File: src/rtl/moving_avg_stage_pkg.sv
// Shared types and sizing helpers for the moving-average stage.
package moving_avg_stage_pkg;

   typedef enum logic {
      StClear = 1'b0,
      StRun   = 1'b1
   } state_e;

   localparam int unsigned DefaultW    = 24;
   localparam int unsigned DefaultLogN = 3;

   // Running sum needs LOG_N guard bits so N full-scale samples never overflow.
   function automatic int unsigned sum_width(int unsigned w, int unsigned log_n);
      return w + log_n;
   endfunction

endpackage

File: src/rtl/moving_avg_stage_if.sv
// Sample-in / result-out handshake bundle for one moving-average channel.
interface moving_avg_stage_if #(
   parameter int unsigned W = moving_avg_stage_pkg::DefaultW
) ();

   logic                in_valid;
   logic                in_ready;
   logic signed [W-1:0] in_data;
   logic                bypass;
   logic                out_valid;
   logic                out_ready;
   logic signed [W-1:0] out_data;
   logic                busy;

   modport master (
      output in_valid,
      output in_data,
      output bypass,
      output out_ready,
      input  in_ready,
      input  out_valid,
      input  out_data,
      input  busy
   );

   modport slave (
      input  in_valid,
      input  in_data,
      input  bypass,
      input  out_ready,
      output in_ready,
      output out_valid,
      output out_data,
      output busy
   );

endinterface

File: src/rtl/moving_avg_stage_circ_buf.sv
// N-entry circular sample history; reads the entry about to be overwritten (the oldest).
module moving_avg_stage_circ_buf #(
   parameter int unsigned W     = 24,
   parameter int unsigned LOG_N = 3
) (
   input  logic         clk_i,
   input  logic         rst_i,
   input  logic         wr_en_i,
   input  logic [W-1:0] wr_data_i,
   output logic [W-1:0] oldest_o
);

   localparam int unsigned N = 1 << LOG_N;

   logic [W-1:0]     mem_q [N];
   logic [LOG_N-1:0] ptr_q, ptr_d;

   assign oldest_o = mem_q[ptr_q];

   // N is a power of two, so the pointer wraps naturally.
   always_comb begin
      ptr_d = ptr_q;
      if (wr_en_i) begin
         ptr_d = ptr_q + 1'b1;
      end
   end

   always_ff @(posedge clk_i) begin
      if (rst_i) begin
         ptr_q <= '0;
      end else begin
         ptr_q <= ptr_d;
      end
   end

   always_ff @(posedge clk_i) begin
      if (wr_en_i) begin
         mem_q[ptr_q] <= wr_data_i;
      end
   end

endmodule

File: src/rtl/moving_avg_stage.sv
// Per-channel 2^LOG_N-tap moving average with a valid/ready output register and raw bypass.
module moving_avg_stage
   import moving_avg_stage_pkg::*;
#(
   parameter int unsigned W     = DefaultW,
   parameter int unsigned LOG_N = DefaultLogN
) (
   input logic               CLOCK_50,
   input logic               reset,
   moving_avg_stage_if.slave bus
);

   localparam int unsigned SumW = sum_width(W, LOG_N);

   state_e                 state_q, state_d;
   logic [LOG_N-1:0]       clr_cnt_q, clr_cnt_d;
   logic signed [SumW-1:0] sum_q, sum_d, sum_nxt, avg;
   logic signed [SumW-1:0] in_ext, old_ext;
   logic                   out_valid_q, out_valid_d;
   logic [W-1:0]           out_data_q, out_data_d;
   logic                   run, in_rdy, accept;
   logic                   buf_we;
   logic [W-1:0]           buf_wdata, oldest;

   assign run    = (state_q == StRun);
   assign in_rdy = run && (!out_valid_q || bus.out_ready);
   assign accept = bus.in_valid && in_rdy;

   always_ff @(posedge CLOCK_50) begin
      if (reset) begin
         state_q   <= StClear;
         clr_cnt_q <= '0;
      end else begin
         state_q   <= state_d;
         clr_cnt_q <= clr_cnt_d;
      end
   end

   always_comb begin
      state_d   = state_q;
      clr_cnt_d = clr_cnt_q;
      unique case (state_q)
         StClear: begin
            clr_cnt_d = clr_cnt_q + 1'b1;
            if (&clr_cnt_q) begin
               state_d = StRun;
            end
         end
         StRun: begin
            state_d = StRun;
         end
      endcase
   end

   // CLEAR zeroes one history entry per cycle; RUN writes only on accept.
   always_comb begin
      bus.busy     = 1'b1;
      bus.in_ready = 1'b0;
      buf_we       = 1'b0;
      buf_wdata    = '0;
      unique case (state_q)
         StClear: begin
            buf_we = 1'b1;
         end
         StRun: begin
            bus.busy     = 1'b0;
            bus.in_ready = in_rdy;
            buf_we       = accept;
            buf_wdata    = bus.in_data;
         end
      endcase
   end

   moving_avg_stage_circ_buf #(
      .W     (W),
      .LOG_N (LOG_N)
   ) u_circ_buf (
      .clk_i     (CLOCK_50),
      .rst_i     (reset),
      .wr_en_i   (buf_we),
      .wr_data_i (buf_wdata),
      .oldest_o  (oldest)
   );

   assign in_ext  = {{LOG_N{bus.in_data[W-1]}}, bus.in_data};
   assign old_ext = {{LOG_N{oldest[W-1]}}, oldest};
   assign sum_nxt = sum_q + in_ext - old_ext;
   assign avg     = sum_nxt >>> LOG_N;

   always_comb begin
      sum_d       = sum_q;
      out_valid_d = out_valid_q;
      out_data_d  = out_data_q;
      if (accept) begin
         sum_d       = sum_nxt;
         out_data_d  = bus.bypass ? bus.in_data : avg[W-1:0];
         out_valid_d = 1'b1;
      end else if (out_valid_q && bus.out_ready) begin
         out_valid_d = 1'b0;
      end
   end

   always_ff @(posedge CLOCK_50) begin
      if (reset) begin
         sum_q       <= '0;
         out_valid_q <= 1'b0;
         out_data_q  <= '0;
      end else begin
         sum_q       <= sum_d;
         out_valid_q <= out_valid_d;
         out_data_q  <= out_data_d;
      end
   end

   assign bus.out_valid = out_valid_q;
   assign bus.out_data  = out_data_q;

endmodule

File: src/flat_wrapper.sv
// flat-port wrapper written by rule: the top's interface ports become plain ports
module moving_avg_stage_flat import moving_avg_stage_pkg::*;
#(
   parameter int unsigned W     = DefaultW,
   parameter int unsigned LOG_N = DefaultLogN
)
  (CLOCK_50, reset, bus_in_valid, bus_in_data, bus_bypass, bus_out_ready, bus_in_ready, bus_out_valid, bus_out_data, bus_busy);
  moving_avg_stage_if #(.W(W)) bus_i ();
  input logic CLOCK_50;
  input logic reset;
  input wire logic [$bits(bus_i.in_valid)-1:0] bus_in_valid;
  input wire logic [$bits(bus_i.in_data)-1:0] bus_in_data;
  input wire logic [$bits(bus_i.bypass)-1:0] bus_bypass;
  input wire logic [$bits(bus_i.out_ready)-1:0] bus_out_ready;
  output wire logic [$bits(bus_i.in_ready)-1:0] bus_in_ready;
  output wire logic [$bits(bus_i.out_valid)-1:0] bus_out_valid;
  output wire logic [$bits(bus_i.out_data)-1:0] bus_out_data;
  output wire logic [$bits(bus_i.busy)-1:0] bus_busy;
  assign bus_i.in_valid = bus_in_valid;
  assign bus_i.in_data = bus_in_data;
  assign bus_i.bypass = bus_bypass;
  assign bus_i.out_ready = bus_out_ready;
  assign bus_in_ready = bus_i.in_ready;
  assign bus_out_valid = bus_i.out_valid;
  assign bus_out_data = bus_i.out_data;
  assign bus_busy = bus_i.busy;
  moving_avg_stage #(.W(W), .LOG_N(LOG_N)) u_core (.CLOCK_50(CLOCK_50), .reset(reset), .bus(bus_i));
endmodule
File: config.mk
export PLATFORM = sky130hd
export DESIGN_NAME = moving_avg_stage_flat
export DESIGN_NICKNAME = d
export VERILOG_FILES = /design/src/rtl/moving_avg_stage_pkg.sv /design/src/rtl/moving_avg_stage_if.sv /design/src/rtl/moving_avg_stage_circ_buf.sv /design/src/rtl/moving_avg_stage.sv /design/src/flat_wrapper.sv
export SDC_FILE = /design/constraint.sdc
export NUM_CORES = 1
export LEC_CHECK = 0
export CAP_MARGIN = 30
export CORE_MARGIN = 4
export CORE_UTILIZATION = 45
export CTS_CLUSTER_SIZE = 25
export DETAILED_ROUTE_END_ITERATION = 8
export PLACE_DENSITY = 0.59
export SLEW_MARGIN = 20
export SYNTH_ARGS = -nofsm -noshare
export SYNTH_HDL_FRONTEND = slang
export SYNTH_SLANG_ARGS = --single-unit
File: constraint.sdc
create_clock -name CLOCK_50 -period 5.5 [get_ports CLOCK_50]
set_input_delay 1.1 -clock CLOCK_50 [delete_from_list [all_inputs] [get_ports CLOCK_50]]
set_output_delay 1.1 -clock CLOCK_50 [all_outputs]
set_load 0.02 [all_outputs]
; ---- After elaboration in Yosys (flattened, before gate mapping)
; Memory sizes are Yosys's and may differ from the RTL's. A register that Yosys moved wholly into a read port is not among the register bits.
; Cells that the tools add are included.
[op_classes]
add_sub_neg = 4
n_mux = 13
bitwise = 1
reduce_logical = 7
[ops]
columns = cell, n
row1 = $mux 24, 2
row2 = $add 27x24->27, 1
row3 = $sub 27x24->27, 1
row4 = $mux 1, 7
row5 = $add 3x1->3 const B, 2
row6 = $mux 3, 2
row7 = $pmux 1 s2, 2
row8 = $logic_and 1x1->1, 3
row9 = $reduce_and 3->1, 1
row10 = $reduce_bool 2->1, 1
row11 = $logic_not 1->1, 1
row12 = $logic_or 1x1->1, 1
row13 = $not 1->1, 1
[word_totals]
regBits = 59
ram_bits = 192
out_inout_bits = 27
word_cells = 32
memories = 1
[memory_table]
columns = memory, depth, width, rd, rd_clocked_by_memory_dff, wr, line_no
row1 = u_core.u_circ_buf.mem_q, 8, 24, 1, 1, 1, moving_avg_stage_circ_buf.sv:15  ; logic [W-1:0] mem_q [N];

; ---- Depth between registers and ports, before layout
[logic_depth]
depth_word = 7
mapped_depth = 15
mapped_depth_nobuf = 13

; ---- By module
; From an unflattened synthesis, not the netlist that was laid out.
[hier_totals]
hier_cells = 942
hier_area_um2 = 12393.1
[by_module_without_submodules]
columns = mod, instances, cells_each, area_per_inst_um2, seq_area_each_um2
row1 = moving_avg_stage_circ_buf, 1, 305, 7503.4, 5885.6
row2 = moving_avg_stage, 1, 637, 4889.7, 1121.1

; ---- Worst setup path after synthesis
; Ideal clock, no wire load.
[synth_path]
kind = reg-to-reg
startpoint = reg (tool-made name)
endpoint = reg u_core.sum_q[26]
arrival_time_ns = 4.486
t_required_ns = 5.379
slack_ns = 0.892
stages_incl_launch_ff = 16
period_less_slack_ns = 4.608
cell_sequence = dfxtp_1 buf_1 buf_2 mux4_2 mux2_2 fa_1 inv_1 ha_1 buf_2 a21o_1 a211oi_1 o211ai_1 a211o_1 and3_1 a211o_1 mux2_4
[synth_rtl]
columns = item, line_no
row1 = to (signal assigned), moving_avg_stage.sv:109  ; sum_q <= sum_d;
row2 = to (decl), moving_avg_stage.sv:17  ; logic signed [SumW-1:0] sum_q, sum_d, sum_nxt, avg;

==> results.py <==
metrics = {
    "place": {
        "dp_hpwl_um": 18670,
        "gp_congestion": 0.8311,
        "place_area_mm2": 0.01314,
        "portBuffers": 55,
    },
    "clock_network": {
        "cts_buffer_depth": 3,
        "cts_resized": 0,
        "cts_sinks": 254,
        "post_cts_buffers": 0,
        "cts_tree": "done",
        "cts_buffers": 29,
        "clkTransAtPathRegs_ns": 0.06,
        "clk_latency_ns": 0.54,
        "root_buffer": "clkbuf_16",
        "htree_levels": 1,
        "ctsHoldBuffers": 0,
    },
    "route": {
        "wl_um": 28800,
        "post_drt_wl_per_cell_um": 21.35,
        "drt_iter0_drc": 507,
        "drc": 0,
        "num_vias": 7534,
        "dr.pass1.iters": 5,
        "ant_nets": 0,
        "viasPerCell": 5.585,
    },
    "synthesis": {
        "synth_cell_types": 60,
        "synth_ff_type": "edfxtp_1",
        "synth_edf_count": 192,
        "seq_area_frac_synth_pct": 57.68,
        "ys_async_sr_fraction_pct": 0,
        "yosysMostFrequentCell": "edfxtp_1",
        "syn_nets": 1018,
        "synth-seq-cells": 254,
        "synth_cells": 932,
        "ys_warn_count": 0,
        "syn_area_mm2": 0.01215,
        "synth_top_area_share_pct": 47.46,
        "synthTopCellsByCount": "192 x edfxtp_1, 105 x inv_1, 65 x a21oi_1",
        "synth_area_leaders": "edfxtp_1 47%, dfxtp_1 10%, mux4_2 8.9%",
        "yosys.area.top_type": "edfxtp_1",
        "avgSynthCellArea_um2": 13.03,
    },
    "global_routing": {
        "overflow": 0,
        "grt_usage_pct": 19.90,
        "grt_first_pass_wirelength_um": 44890,
        "grt_pass1_vias": 7705,
        "grt_max_degree": 49,
        "antenna_found_initial": 0,
    },
    "sta": {
        "skew_ns": 0.01195,
        "worstMarginPinSlew_ns": 0.9584,
        "max_freq_mhz": 219.9,
        "finalSetupTns_ns": 0,
        "period_share_pct": 82.67,
        "relSlewSlack_pct": 36.04,
        "setup_viol": 0,
        "period_needed_ns": 4.547,
        "finalHoldViolCount": 0,
        "drv_slew": 0,
        "rsz0062_at_grt": "false",
    },
    "critical_path": {
        "cp_max_fo": 14,
        "critPathKind": "reg2reg",
        "required_ns": 5.93,
        "endpoint_kind": "flop",
        "crit_arrival_ns": 4.98,
        "cp-start-kind": "flop",
    },
    "floorplan": {
        "io-pin-count": 56,
        "die_w_um": 172.3,
        "die_h_um": 172.3,
        "core_region_area_mm2": 0.02628,
        "fp-row-count": 59,
        "dieArea_mm2": 0.02969,
        "start_util_pct": 46.22,
    },
    "power": {
        "p_per_area_mw_per_mm2": 378.9,
        "clockPowerShare_pct": 34.3,
        "pwr-share-seq_pct": 40.7,
        "ir_worst_vdd_v": 0.0002468,
        "leakage_nw": 5.136,
        "p_int_w": 0.003718,
        "switchingPower_w": 0.001602,
        "combPwrFrac_pct": 25.0,
        "netSwitchingFraction_pct": 30.11,
    },
    "status": {
        "status": "finished clean",
    },
    "final_layout": {
        "num-nets-final": 1078,
        "fin_area_mm2": 0.01404,
        "diodes": 0,
        "drive_above_1_share_pct": 15.09,
        "area_growth_pct": 15.59,
    },
    "job": {
        "maxCapViolCount": 0,
    },
    "worst_hold_path": {
        "hp-class": "reg2reg",
    },
}
## flip-flops by register name (all words and copies together), names as in the netlist, named ones only
register                 flops
u_core.bus.out_data         24
u_core.u_circ_buf.ptr_q      3
u_core.u_circ_buf.mem_q    192
u_core.sum_q                27
u_core.bus.out_valid         1
u_core.run                   1
u_core.clr_cnt_q             3
## cells by family after synthesis
group | count (synthesis) | synth area share [%]
multiplexers | 87 | 12.37
buffers and inverters | 152 | 4.728
AO/OA/AOI/OAI | 174 | 9.064
adder cells (fa/ha/maj) | 57 | 7.478
AND/OR/NAND/NOR | 183 | 6.880
flip-flops | 254 | 57.68
XOR/XNOR | 25 | 1.802
## layout make-up
class / count / area [um^2]
clock buffer: 34 / 744.5
clock inverter: 19 / 153.9
fill: 2265 / 12240
inverter: 105 / 394.1
multi-input combinational: 526 / 4596
sequential: 254 / 7012
tap: 335 / 419.2
timing repair buffer: 76 / 723.2
## stage by stage
| step | setup slack [ns] | power, W | utilization [%] | instances | hold WS [ns] |
|---|---|---|---|---|---|
| floorplan | 0.8924 | 0.003162 | - | 932 | 0.4363 |
| global placement | 0.8218 | 0.003534 | 50.01 | 1296 | 0.4426 |
| detailed placement | 0.7878 | 0.003535 | 50.01 | 1296 | 0.4505 |
| CTS | 0.9359 | 0.005363 | 53.43 | 1349 | 0.4585 |
| global route | 0.7117 | 0.005593 | 53.43 | 1349 | 0.4732 |
| finish | 0.9533 | 0.005320 | 53.43 | 1349 | 0.4554 |
## cells in the final DEF (no fill, tap or decap), types with 12 or more instances in the layout
cell / instances
ha_1: 31
nand3_1: 14
dfxtp_1: 60
xnor2_1: 17
a21o_1: 13
buf_4: 19
a21oi_1: 65
fa_1: 26
edfxtp_1: 192
mux2i_1: 17
clkdlybuf4s50_1: 53
a211oi_1: 12
mux4_2: 48
inv_1: 105
clkbuf_16: 29
nor2_1: 51
o21ai_0: 26
mux2_2: 21
nand2_1: 57
## worst paths after layout
| kind | start | end | slack, ns | depth (start not counted) |
|---|---|---|---|---|
| max | flop | u_core.sum_q[26] | 0.95 | 13 |
| min | u_core.sum_q[21] | u_core.sum_q[21] | 0.46 | 2 |
| max reg2reg | flop | u_core.sum_q[26] | 0.95 | 13 |
| min reg2reg | u_core.sum_q[21] | u_core.sum_q[21] | 0.46 | 2 |
## routing by layer
metal	global-route usage, %	routed length (um)
met5	0	0
met4	5.537	798
met3	2.675	1230
met2	32.83	13740
met1	27.99	13020
## power groups by stage
stage                     logic (W)  clock network (W)  registers (W)
after floorplan            0.000973                  0        0.00219
after detailed placement    0.00133                  0        0.00221
after global routing        0.00147            0.00195        0.00217
after global placement      0.00133                  0        0.00221
final                       0.00133            0.00182        0.00217
after CTS                   0.00134            0.00186        0.00217
## critical path: stages, from the launching register on
cell and delay, ns:
dfxtp_4 0.48, buf_4 0.34, mux4_2 0.54, mux2_2 0.29, fa_1 0.48, inv_1 0.04, ha_1 0.38, and3_2 0.23
a221oi_4 0.41, o21ai_2 0.15, a211o_1 0.32, and3_1 0.18, a211o_1 0.28, mux2_4 0.29
No activity file was read; power rests on OpenSTA's default activity.
